File: src/rtl/timer_bcd_decoder_pkg.sv
// Shared types and constants for the timer BCD decoder.
// The 7-segment table is consumed only when TIMER_SEG7_EN is defined.
package timer_pkg;

  typedef enum logic {
    IDLE  = 1'b0,
    SHIFT = 1'b1
  } state_t;

  localparam int TIMER_WIDTH  = 16;
  localparam int TIMER_DIGITS = 5;

  // Active-high gfedcba patterns; codes 10..15 never occur and are blanked.
  localparam logic [6:0] SEG7_LUT [16] = '{
    7'h3F, 7'h06, 7'h5B, 7'h4F, 7'h66, 7'h6D, 7'h7D, 7'h07,
    7'h7F, 7'h6F, 7'h00, 7'h00, 7'h00, 7'h00, 7'h00, 7'h00
  };

endpackage

File: src/rtl/timer_bcd_decoder_if.sv
// Timer-to-decoder link plus decoded digit outputs.
// The seg bundle exists only when TIMER_SEG7_EN is defined.
interface timer_bcd_decoder_if #(
  parameter int WIDTH  = 16,
  parameter int DIGITS = 5
);
  logic                  t_valid;
  logic [WIDTH-1:0]      t_out;
  logic                  busy;
  logic                  d_valid;
  logic                  ovr;
  logic [4*DIGITS-1:0]   digits;
`ifdef TIMER_SEG7_EN
  logic [7*DIGITS-1:0]   seg;
`endif

  modport master (
    output t_valid, t_out,
`ifdef TIMER_SEG7_EN
    input  seg,
`endif
    input  busy, d_valid, ovr, digits
  );

  modport slave (
    input  t_valid, t_out,
`ifdef TIMER_SEG7_EN
    output seg,
`endif
    output busy, d_valid, ovr, digits
  );
endinterface

File: src/rtl/timer_bcd_decoder_seg7_decode.sv
// Combinational BCD nibble to active-high gfedcba segment pattern.
// Present only when TIMER_SEG7_EN is defined.
`ifdef TIMER_SEG7_EN
module seg7_decode
  import timer_pkg::*;
(
  input  logic [3:0] i_bcd,
  output logic [6:0] o_seg
);
  assign o_seg = SEG7_LUT[i_bcd];
endmodule
`endif

File: src/rtl/timer_bcd_decoder.sv
// Sequential double-dabble converter: binary timer count to DIGITS BCD digits.
// Optional TIMER_SEG7_EN adds a registered 7-segment output per digit.
module timer_bcd_decoder
  import timer_pkg::*;
#(
  parameter int WIDTH  = TIMER_WIDTH,
  parameter int DIGITS = TIMER_DIGITS
) (
  input  logic                 clock,
  input  logic                 reset,
  timer_bcd_decoder_if.slave   bus
);
  localparam int CNT_W = $clog2(WIDTH);
  localparam int BCD_W = 4 * DIGITS;

  state_t                   r_state;
  state_t                   w_next_state;
  logic [WIDTH-1:0]         r_bin;
  logic [BCD_W-1:0]         r_bcd;
  logic [CNT_W-1:0]         r_cnt;
  logic [BCD_W-1:0]         r_digits;
  logic                     r_busy;
  logic                     r_dvalid;
  logic                     r_ovr;
  logic [BCD_W-1:0]         w_bcd_adj;
  logic [BCD_W+WIDTH-1:0]   w_cat;
  logic [BCD_W-1:0]         w_bcd_next;
  logic [WIDTH-1:0]         w_bin_next;
  logic                     w_done;

  // Add-3 on each nibble independently, then one left shift of the whole pair.
  for (genvar g = 0; g < DIGITS; g++) begin : g_add3
    assign w_bcd_adj[4*g +: 4] = (r_bcd[4*g +: 4] >= 4'd5) ?
                                 r_bcd[4*g +: 4] + 4'd3 : r_bcd[4*g +: 4];
  end

  assign w_cat      = {w_bcd_adj, r_bin} << 1;
  assign w_bcd_next = w_cat[BCD_W+WIDTH-1:WIDTH];
  assign w_bin_next = w_cat[WIDTH-1:0];
  assign w_done     = (r_state == SHIFT) && (r_cnt == CNT_W'(WIDTH - 1));

  always_comb begin
    w_next_state = r_state;
    case (r_state)
      IDLE:    if (bus.t_valid) w_next_state = SHIFT;
      SHIFT:   if (w_done)      w_next_state = IDLE;
      default: w_next_state = IDLE;
    endcase
  end

  always_ff @(posedge clock) begin
    if (reset) begin
      r_state  <= IDLE;
      r_bin    <= '0;
      r_bcd    <= '0;
      r_cnt    <= '0;
      r_digits <= '0;
      r_busy   <= 1'b0;
      r_dvalid <= 1'b0;
      r_ovr    <= 1'b0;
    end else begin
      r_state  <= w_next_state;
      r_busy   <= (w_next_state == SHIFT);
      r_dvalid <= w_done;
      r_ovr    <= (r_state == SHIFT) && bus.t_valid;
      if (r_state == IDLE) begin
        if (bus.t_valid) begin
          r_bin <= bus.t_out;
          r_bcd <= '0;
          r_cnt <= '0;
        end
      end else begin
        r_bin <= w_bin_next;
        r_bcd <= w_bcd_next;
        r_cnt <= r_cnt + CNT_W'(1);
        if (w_done) r_digits <= w_bcd_next;
      end
    end
  end

  assign bus.busy    = r_busy;
  assign bus.d_valid = r_dvalid;
  assign bus.ovr     = r_ovr;
  assign bus.digits  = r_digits;

`ifdef TIMER_SEG7_EN
  logic [7*DIGITS-1:0] w_seg;
  logic [7*DIGITS-1:0] r_seg;

  for (genvar d = 0; d < DIGITS; d++) begin : g_seg
    seg7_decode u_seg7 (
      .i_bcd (w_bcd_next[4*d +: 4]),
      .o_seg (w_seg[7*d +: 7])
    );
  end

  // Segments load from the same post-shift value as digits, on the same edge.
  always_ff @(posedge clock) begin
    if (reset)       r_seg <= '0;
    else if (w_done) r_seg <= w_seg;
  end

  assign bus.seg = r_seg;
`endif

endmodule

File: src/flat_wrapper.sv
// flat-port wrapper written by rule: the top's interface ports become plain ports
module timer_bcd_decoder_flat import timer_pkg::*;
#(
  parameter int WIDTH  = TIMER_WIDTH,
  parameter int DIGITS = TIMER_DIGITS
)
  (clock, reset, bus_t_valid, bus_t_out, bus_busy, bus_d_valid, bus_ovr, bus_digits);
  timer_bcd_decoder_if #(.WIDTH(WIDTH), .DIGITS(DIGITS)) bus_i ();
  input  logic clock;
  input  logic reset;
  input wire logic [$bits(bus_i.t_valid)-1:0] bus_t_valid;
  input wire logic [$bits(bus_i.t_out)-1:0] bus_t_out;
  output wire logic [$bits(bus_i.busy)-1:0] bus_busy;
  output wire logic [$bits(bus_i.d_valid)-1:0] bus_d_valid;
  output wire logic [$bits(bus_i.ovr)-1:0] bus_ovr;
  output wire logic [$bits(bus_i.digits)-1:0] bus_digits;
  assign bus_i.t_valid = bus_t_valid;
  assign bus_i.t_out = bus_t_out;
  assign bus_busy = bus_i.busy;
  assign bus_d_valid = bus_i.d_valid;
  assign bus_ovr = bus_i.ovr;
  assign bus_digits = bus_i.digits;
  timer_bcd_decoder #(.WIDTH(WIDTH), .DIGITS(DIGITS)) u_core (.clock(clock), .reset(reset), .bus(bus_i));
endmodule
File: config.mk
export PLATFORM = sky130hd
export DESIGN_NAME = timer_bcd_decoder_flat
export DESIGN_NICKNAME = d
export VERILOG_FILES = /design/src/rtl/timer_bcd_decoder_pkg.sv /design/src/rtl/timer_bcd_decoder_if.sv /design/src/rtl/timer_bcd_decoder_seg7_decode.sv /design/src/rtl/timer_bcd_decoder.sv /design/src/flat_wrapper.sv
export SDC_FILE = /design/constraint.sdc
export NUM_CORES = 1
export LEC_CHECK = 0
export BUFFER_PORTS_ARGS = -buffer_cell sky130_fd_sc_hd__clkbuf_2
export CAP_MARGIN = 20
export CORE_UTILIZATION = 48
export DETAILED_ROUTE_END_ITERATION = 8
export PLACE_DENSITY = 0.76
export SLEW_MARGIN = 20
export SYNTH_ARGS = -nofsm -noshare
export SYNTH_HDL_FRONTEND = slang
export SYNTH_HIERARCHICAL = 1
export SYNTH_SLANG_ARGS = --single-unit
export TNS_END_PERCENT = 1
File: constraint.sdc
create_clock -name clock -period 1.67 [get_ports clock]
set_clock_uncertainty 0.05 [all_clocks]
set_input_delay 0.334 -clock clock [delete_from_list [all_inputs] [get_ports clock]]
set_output_delay 0.334 -clock clock [all_outputs]
set_load 0.02 [all_outputs]
==> reports/metrics.sh, run 1 <==
ENDPOINT_OF_THE_WORST_REGISTER_TO_REGISTER_PATH='u_core/bus.digits[2]$_SDFFE_PP0P_'
POST-ROUTE-DRC-COUNT=0
ASYNC_RESET_FF_SHARE_PCT=0
RUN_STATUS='complete, no violations'
GRT_FIRST_PASS_WIRELENGTH_MM=9.85
CRIT-REG2REG-LAUNCH='u_core/r_bcd[1]$_SDFFE_PP0P_'
BOUNDARYPINS=42
FINALCRITICALPERIOD_NS=1.56
WORST-SLEW-PIN-TRANSITION_NS=0.372
SYNTH_TOP_FAMILY_BY_AREA='compound AO/OA/AOI/OAI gates'
WL_PER_CELL_UM=13.7
CTS_ROOT_BUFFER='clkbuf_8'
CTS-ROOT-TO-SINK-BUFFERS=2
STDCELL_AREA_SQ_MM=0.00336
CTS-RESIZED-GATES=0
GROUTE.LAYER.MET1.USAGE_PCT=24.0
CORE_AREA_SQ_MM=0.00554
MAX_STAGE_DELAY_NS=0.32
FINAL_PERIOD_UTIL_PCT=93.2
POSTCTSSETUPREPAIRBUFS=0
TIMING_WORST_SETUP_PATH_TYPE='reg -> reg'
WORSTPATHARRIVAL_NS=1.80
GRT_UTIL_ALL_LAYERS_PCT=20.9
INITIALDRTVIOLATIONCOUNT=87
POSTPLACECELLAREA_SQ_MM=0.00307
CRITICAL_PATH_BUF_INV_COUNT=1
RRSETUPSLACK_NS=0.11
GRT_UTIL_MET2_PCT=34.8
GR-MAX-USAGE-LAYER='met2'
DRIVE_ABOVE_1_SHARE_PCT=25.3
SYNTHADDERAREAFRAC_PCT=4.94
VIASPERCELL=5.30
WORSTHOLDSTART='bus_t_out[0]'
SYNTH.MUX.AREA_FRACTION_PCT=7.91
PORTION_OF_SYNTHESIZED_CELL_AREA_OCCUPIED_BY_THE_LEADING_CELL_TYPE_PCT=45.3
HTREE_LEVELS=3
DIEAREA_SQ_MM=0.00611
GRT.MET3_USAGE_PCT=8.02
AREA_GROWTH_SYN_TO_LAYOUT_PCT=20.8
HOLD_VIOLATIONS=0
WHS_ENDPOINT='u_core/r_bin[0]$_SDFFE_PP0P_'
ROWS=27
CLKSINKCOUNT=63
SYNTH-SEQ-CELLS=63
SYNTHTOPCELLSBYCOUNT='63 x dfxtp_1, 35 x a21oi_1, 34 x nor2_1'
SYNTHESIS.AREA_PER_INSTANCE_SQ_UM=9.31
PORTBUFFERS=41
P_PER_AREA_mW_PER_MM2=1060
CLK_LATENCY_NS=0.34
PLACEMENT_SETUP_SLACK_NS=0.136
CRITPATHCAPTURETYPE='flop'
SYNTH-COMPOUND-AREA-SHARE_PCT=19.3
TIMING.SETUP.TNS_NS=0
SYN_INST=299
SLEW_HEADROOM_PCT=75.2
GRT.OVERFLOW.TOTAL=0
PLACE.DETAILED.HPWL_MM=3.89
DIE_Y_UM=78.2
YS_DOMINANT_REG_CELL='dfxtp_1'
FINAL.SETUP.WORST_SLACK_NS=0.114
LAYOUT.NETS=377
ROUTED-VIA-COUNT=2249
CTS_MADE_BUFFERS=9
SYNTH.TOP_CELLS.BY_AREA='dfxtp_1 45%, mux2i_1 7.9%, a21oi_1 6.3%'
R2R_CELLS=6
SYNTH_ENABLE_FLOP_CELLS=0
SYNTHMOSTINSTANTIATEDCELL='dfxtp_1'
CTS-HOLD-FIX-BUFFERS=0
GRT_PASS1_VIAS=2223
HOLDPATHSTAGES=3
DIE-WIDTH_UM=78.2
DPL.CELL_COUNT=408
SYNTH_TOP_AREA_CELL='dfxtp_1'
CTS_TREE='done'
CRITICAL_PATH_REQUIRED_NS=1.91
GP_ROUTABILITY_CONGESTION=0.789
SYNTH-SIMPLE-AREA-SHARE_PCT=15.0
INSTANCES_NO_FILL=424
ANTENNA-DIODE-COUNT=0
WL_MM=5.79
HOLDCRITPATHCLASS='in -> reg'
ANTENNA_VIOLATIONS_BEFORE_REPAIR=0
CPMAXSTAGEDELAYCELL='dfxtp_1'
SLEW_VIOL_FINAL=0
SETUP_VIOLATIONS=0
FINAL.FILL_COUNT=484
MAX_FREQ_GHz=0.643
GRT_MAX_DEGREE=28
SYNTH_AREA_SQ_MM=0.00279
CLKSLEWWORSTSETUPHOLDPATHS_NS=0.07
MAX_CAP_VIOLATIONS=0
FINISH.UTILIZATION_PCT=60.7
POST_SYNTH_NUM_CELL_TYPES=30
CP_CELL_SEQUENCE='inv_1 -> ha_2 -> nand2b_1 -> a21oi_2 -> mux2i_2 -> a22o_2'
ANT_NETS=0
SYNTHESIS.YOSYS.WARNINGS=6
CRITICAL_PATH.TOP_DELAY_FAMILY='compound AO/OA/AOI/OAI gates'
SYNTH-XOR-AREA-SHARE_PCT=1.57
DRT_PASS1_ITERATIONS=4
CP_MAX_FO=5
START_KIND='flop'
RSZ0062_AT_GRT='false'
SYN-NUM-NETS=329
SEQ_AREA_FRAC_SYNTH_PCT=45.3
VDD_IR_DROP_MAX_mV=0.739
FLOORPLAN.INITIALDENSITY_PCT=50.3
POWER_LEAKAGE_nW=1.41
==> layout by cell type (no fill, tap or decap), types with 3 or more instances in the layout <==
cell type  count
a21oi_1       34
a21oi_2        5
a22o_1        12
a22o_2         9
buf_4         12
bufinv_16      4
clkbuf_2      41
clkbuf_8      11
dfxtp_1       62
ha_1          10
inv_1         11
mux2i_1       21
nand2_1       13
nand2b_1       6
nand3_1        6
nor2_1        34
nor2b_1        3
nor3_1         3
nor3b_1       15
o21ai_0       23
xnor2_1        5
==> sequential cells by signal, summed over array words and instances, names as in the netlist <==
register	cells
u_core/r_bin	16
u_core/bus.busy	1
u_core/bus.digits	20
u_core/r_cnt	4
u_core/bus.ovr	1
u_core/r_bcd	20
u_core/bus.d_valid	1
==> worst reg2reg max path, cell delays in order, from the launching register on <==
cell and delay (ns):
dfxtp_1 0.32, inv_1 0.11, ha_2 0.24, nand2b_1 0.11
a21oi_2 0.23, mux2i_2 0.28, a22o_2 0.16
==> routing by layer <==
layer	vias to the layer above	wire, um	share of wire [%]
li1	1140	-	-
met1	1039	2580	45
met2	57	2830	49
met3	13	272	4.7
met4	0	103	1.8
met5	-	0	0
==> stage by stage <==
| step | power, mW | hold slack [ns] |
|---|---|---|
| after floorplan | 1.72 | 0.399 |
| after global placement | 1.79 | 0.385 |
| after detailed placement | 1.79 | 0.397 |
| after CTS | 3.62 | 0.235 |
| after global routing | 3.72 | 0.253 |
| final | 3.58 | 0.245 |
==> where the power goes <==
part           internal (mW)  total, mW  switching [mW]
sequential              1.53       1.55          0.0207
clock                   1.22       1.82           0.599
combinational         0.0904      0.207           0.117
==> worst max-delay path by stage <==
stage                                       startpoint                                  to  slack (ns)  cells after the start
after floorplan           u_core/r_cnt[0]$_SDFFE_PP0P_  u_core/bus.digits[10]$_SDFFE_PP0P_        0.28                      7
after global placement    u_core/r_cnt[0]$_SDFFE_PP0P_  u_core/bus.digits[13]$_SDFFE_PP0P_        0.20                      5
after detailed placement  u_core/r_bcd[0]$_SDFFE_PP0P_        u_core/r_bcd[2]$_SDFFE_PP0P_        0.14                      6
after CTS                   u_core/bus.busy$_SDFF_PP0_                            bus_busy        0.03                      2
after global routing      u_core/r_bcd[0]$_SDFFE_PP0P_        u_core/r_bcd[2]$_SDFFE_PP0P_        0.03                      6
final                     u_core/r_bcd[1]$_SDFFE_PP0P_   u_core/bus.digits[2]$_SDFFE_PP0P_        0.11                      6
==> cell type report <==
cell class	count	area [sq um]	share of cell area, %
well taps	72	90.1	2.68
multi-input cells	207	1370	40.6
flip-flops and latches	63	1260	37.5
inverters	12	50.0	1.49
repair buffers	54	315	9.37
clock inverters	5	128	3.79
clock buffers	11	151	4.50
==> cell families after synthesis <==
group                    Yosys count
buffers and inverters             29
adder cells (fa/ha/maj)           11
AND/OR/NAND/NOR                   84
AO/OA/AOI/OAI                     85
multiplexers                      22
flip-flops                        63
XOR/XNOR                           5
Power figures use the tool's default switching activity.
==> run 2: changes to the inputs <==
- REMOVE_ABC_BUFFERS: not set -> 1
- clock period: 1.67 -> 1.8 ns (I/O delays scaled with it)
==> reports/metrics.sh, run 2 (synthesis gave the netlist of run 1 again) <==
DIE-WIDTH_UM=78.2  # unchanged
FINAL.SETUP.WORST_SLACK_NS=0.200  # was 0.114 ns
FINISH.UTILIZATION_PCT=58.1  # was 60.7%
RSZ0062_AT_GRT='false'  # unchanged
POST-ROUTE-DRC-COUNT=0  # unchanged
FINALCRITICALPERIOD_NS=1.60
CRITICAL_PATH_REQUIRED_NS=1.39  # was 1.91 ns
GRT_PASS1_VIAS=2044  # was 2223
CTS-HOLD-FIX-BUFFERS=0  # unchanged
ROWS=27  # unchanged
FINAL_PERIOD_UTIL_PCT=88.9
MAX_CAP_VIOLATIONS=0  # unchanged
LAYOUT_COMMON_CELLS='63 x dfxtp_1, 41 x clkbuf_2, 35 x a21oi_1, 34 x nor2_1, 23 x o21ai_0'  # was 62 x dfxtp_1, 41 x clkbuf_2, 34 x a21oi_1, 34 x nor2_1, 23 x o21ai_0
FLOORPLAN.INITIALDENSITY_PCT=50.3  # unchanged
PLACE.DETAILED.HPWL_MM=3.73  # was 3.89 mm
WL_PER_CELL_UM=13.1  # was 13.7 um
GRT_FIRST_PASS_WIRELENGTH_MM=9.41  # was 9.85 mm
ANT_NETS=0  # unchanged
ANTENNA_VIOLATIONS_BEFORE_REPAIR=0  # unchanged
HOLD_VIOLATIONS=0  # unchanged
PLACEMENT_SETUP_SLACK_NS=0.288  # was 0.136 ns
VDD_IR_DROP_MAX_mV=0.646  # was 0.739 mV
CP_MAX_FO=56  # was 5
MAX_STAGE_DELAY_NS=0.38  # was 0.32 ns
MAX_FREQ_GHz=0.625
CTS-ROOT-TO-SINK-BUFFERS=2  # unchanged
HTREE_LEVELS=3  # unchanged
DIE_Y_UM=78.2  # unchanged
START_KIND='flop'  # unchanged
CRITPATHCAPTURETYPE='output pin'  # was flop
SHARE_COMB_OF_TOTAL_POWER_PCT=7.1  # was 5.8%
INITIALDRTVIOLATIONCOUNT=109  # was 87
CORE_AREA_SQ_MM=0.00554  # unchanged
POWER_LEAKAGE_nW=1.35  # was 1.41 nW
CRITICAL_PATH.TOP_DELAY_FAMILY='buffers and inverters'  # was compound AO/OA/AOI/OAI gates
SWITCHING_POWER_mW=0.621  # was 0.736 mW
CTS-RESIZED-GATES=0  # unchanged
POSTPLACECELLAREA_SQ_MM=0.00306  # was 0.00307 sq mm
CTS_ROOT_BUFFER='clkbuf_8'  # unchanged
BOUNDARYPINS=42  # unchanged
CPMAXSTAGEDELAYCELL='dfxtp_1'  # unchanged
GP_ROUTABILITY_CONGESTION=0.775  # was 0.789
VIASPERCELL=5.34  # was 5.30
CLKSINKCOUNT=63  # unchanged
GRT.OVERFLOW.TOTAL=0  # unchanged
CRITICAL_PATH_BUF_INV_COUNT=2  # was 1
LAYOUT.NETS=373  # was 377
STDCELL_AREA_SQ_MM=0.00322  # was 0.00336 sq mm
POSTCTSSETUPREPAIRBUFS=0  # unchanged
AREA_GROWTH_SYN_TO_LAYOUT_PCT=15.6  # was 20.8%
HOLDCRITPATHCLASS='in -> reg'  # unchanged
SLEW_VIOL_FINAL=0  # unchanged
SLEW_HEADROOM_PCT=73.4  # was 75.2%
POWER.TOTAL_mW=2.68  # was 3.58 mW
PORTBUFFERS=41  # unchanged
ANTENNA-DIODE-COUNT=0  # unchanged
CTS_MADE_BUFFERS=9  # unchanged
DIEAREA_SQ_MM=0.00611  # unchanged
CP_CELL_SEQUENCE='buf_12 -> clkbuf_2'  # was inv_1 -> ha_2 -> nand2b_1 -> a21oi_2 -> mux2i_2 -> a22o_2
INSTANCES_NO_FILL=418  # was 424
RRSETUPSLACK_NS=0.24  # was 0.11 ns
ROUTED-VIA-COUNT=2234  # was 2249
P_INT_mW=2.06  # was 2.85 mW
SETUP_VIOLATIONS=0  # unchanged
POWER.CLOCK.FRACTION_PCT=39.3  # was 50.9%
FINAL.FILL_COUNT=515  # was 484
SW_FRAC_OF_TOTAL_PCT=23.2  # was 20.6%
LAYOUT.CELLS.MOST_COMMON='dfxtp_1'  # unchanged
CLK_LATENCY_NS=0.34  # about the same
DRIVE_ABOVE_1_SHARE_PCT=22.3  # was 25.3%
CTS_TREE='done'  # unchanged
SEQUENTIALPOWERSHARE_PCT=53.7  # was 43.3%
GRT_UTIL_ALL_LAYERS_PCT=19.8  # was 20.9%
RUN_STATUS='complete, no violations'  # unchanged
TIMING_WORST_SETUP_PATH_TYPE='reg -> out'  # was reg -> reg
WORST-SLEW-PIN-TRANSITION_NS=0.399  # was 0.372 ns
P_PER_AREA_mW_PER_MM2=833  # was 1060 mW/mm^2
WORSTPATHARRIVAL_NS=1.19  # was 1.80 ns
WL_MM=5.48  # was 5.79 mm
DPL.CELL_COUNT=404  # was 408
DRT_PASS1_ITERATIONS=4  # unchanged
GRT_MAX_DEGREE=57  # was 28
CLKSLEWWORSTSETUPHOLDPATHS_NS=0.06  # was 0.07 ns
-- run 2: area by class of cell --
class | instances | area, sq um | share of cell area (%)
tap | 72 | 90.1 | 2.80
clock inverter | 1 | 5.00 | 0.155
sequential | 63 | 1260 | 39.2
timing repair buffer | 50 | 298 | 9.25
multi-input combinational | 207 | 1360 | 42.2
inverter | 12 | 50.0 | 1.55
clock buffer | 13 | 159 | 4.93
-- run 2: final timing paths --
path / start / to / depth (start not counted)
worst max-delay path: u_core/bus.busy$_SDFF_PP0_ / bus_busy / 2
worst max register to register: u_core/r_bcd[8]$_SDFFE_PP0P_ / u_core/bus.digits[10]$_SDFFE_PP0P_ / 6
worst min register to register: u_core/bus.digits[8]$_SDFFE_PP0P_ / u_core/bus.digits[8]$_SDFFE_PP0P_ / 2
worst min-delay path: bus_t_out[0] / u_core/r_bin[0]$_SDFFE_PP0P_ / 3
-- run 2: metal layers --
layer	vias to the layer above	global-route usage, %	wire (um)
li1	1133	-	-
met3	11	8.14	298
met4	0	7.96	93
met2	51	30.3	2500
met1	1039	24.6	2590
met5	-	0	0
-- run 2: worst reg2reg max path, delay by kind of cell (launching register included) --
kind	cells	cell delay, ns
AO/OA/AOI/OAI	2	0.38
adder cells (fa/ha/maj)	1	0.23
buffers and inverters	1	0.08
flip-flops	1	0.36
multiplexers	1	0.30
AND/OR/NAND/NOR	1	0.11
-- run 2: stage by stage --
stage,TNS [ns],hold WS (ns)
finish,0,0.267
global route,0,0.279
CTS,0,0.257
detailed placement,0,0.393
global placement,0,0.387
floorplan,-13.53,0.379
-- run 2: power groups by stage --
stage / Combinational [mW] / Clock [mW] / Sequential [mW]
3_3_place_gp: 0.185 / 0 / 1.47
5_1_grt: 0.215 / 1.14 / 1.44
4_1_cts: 0.191 / 1.09 / 1.44
6_report: 0.190 / 1.05 / 1.44
2_1_floorplan: 0.0845 / 0 / 1.48
3_5_place_dp: 0.191 / 0 / 1.47
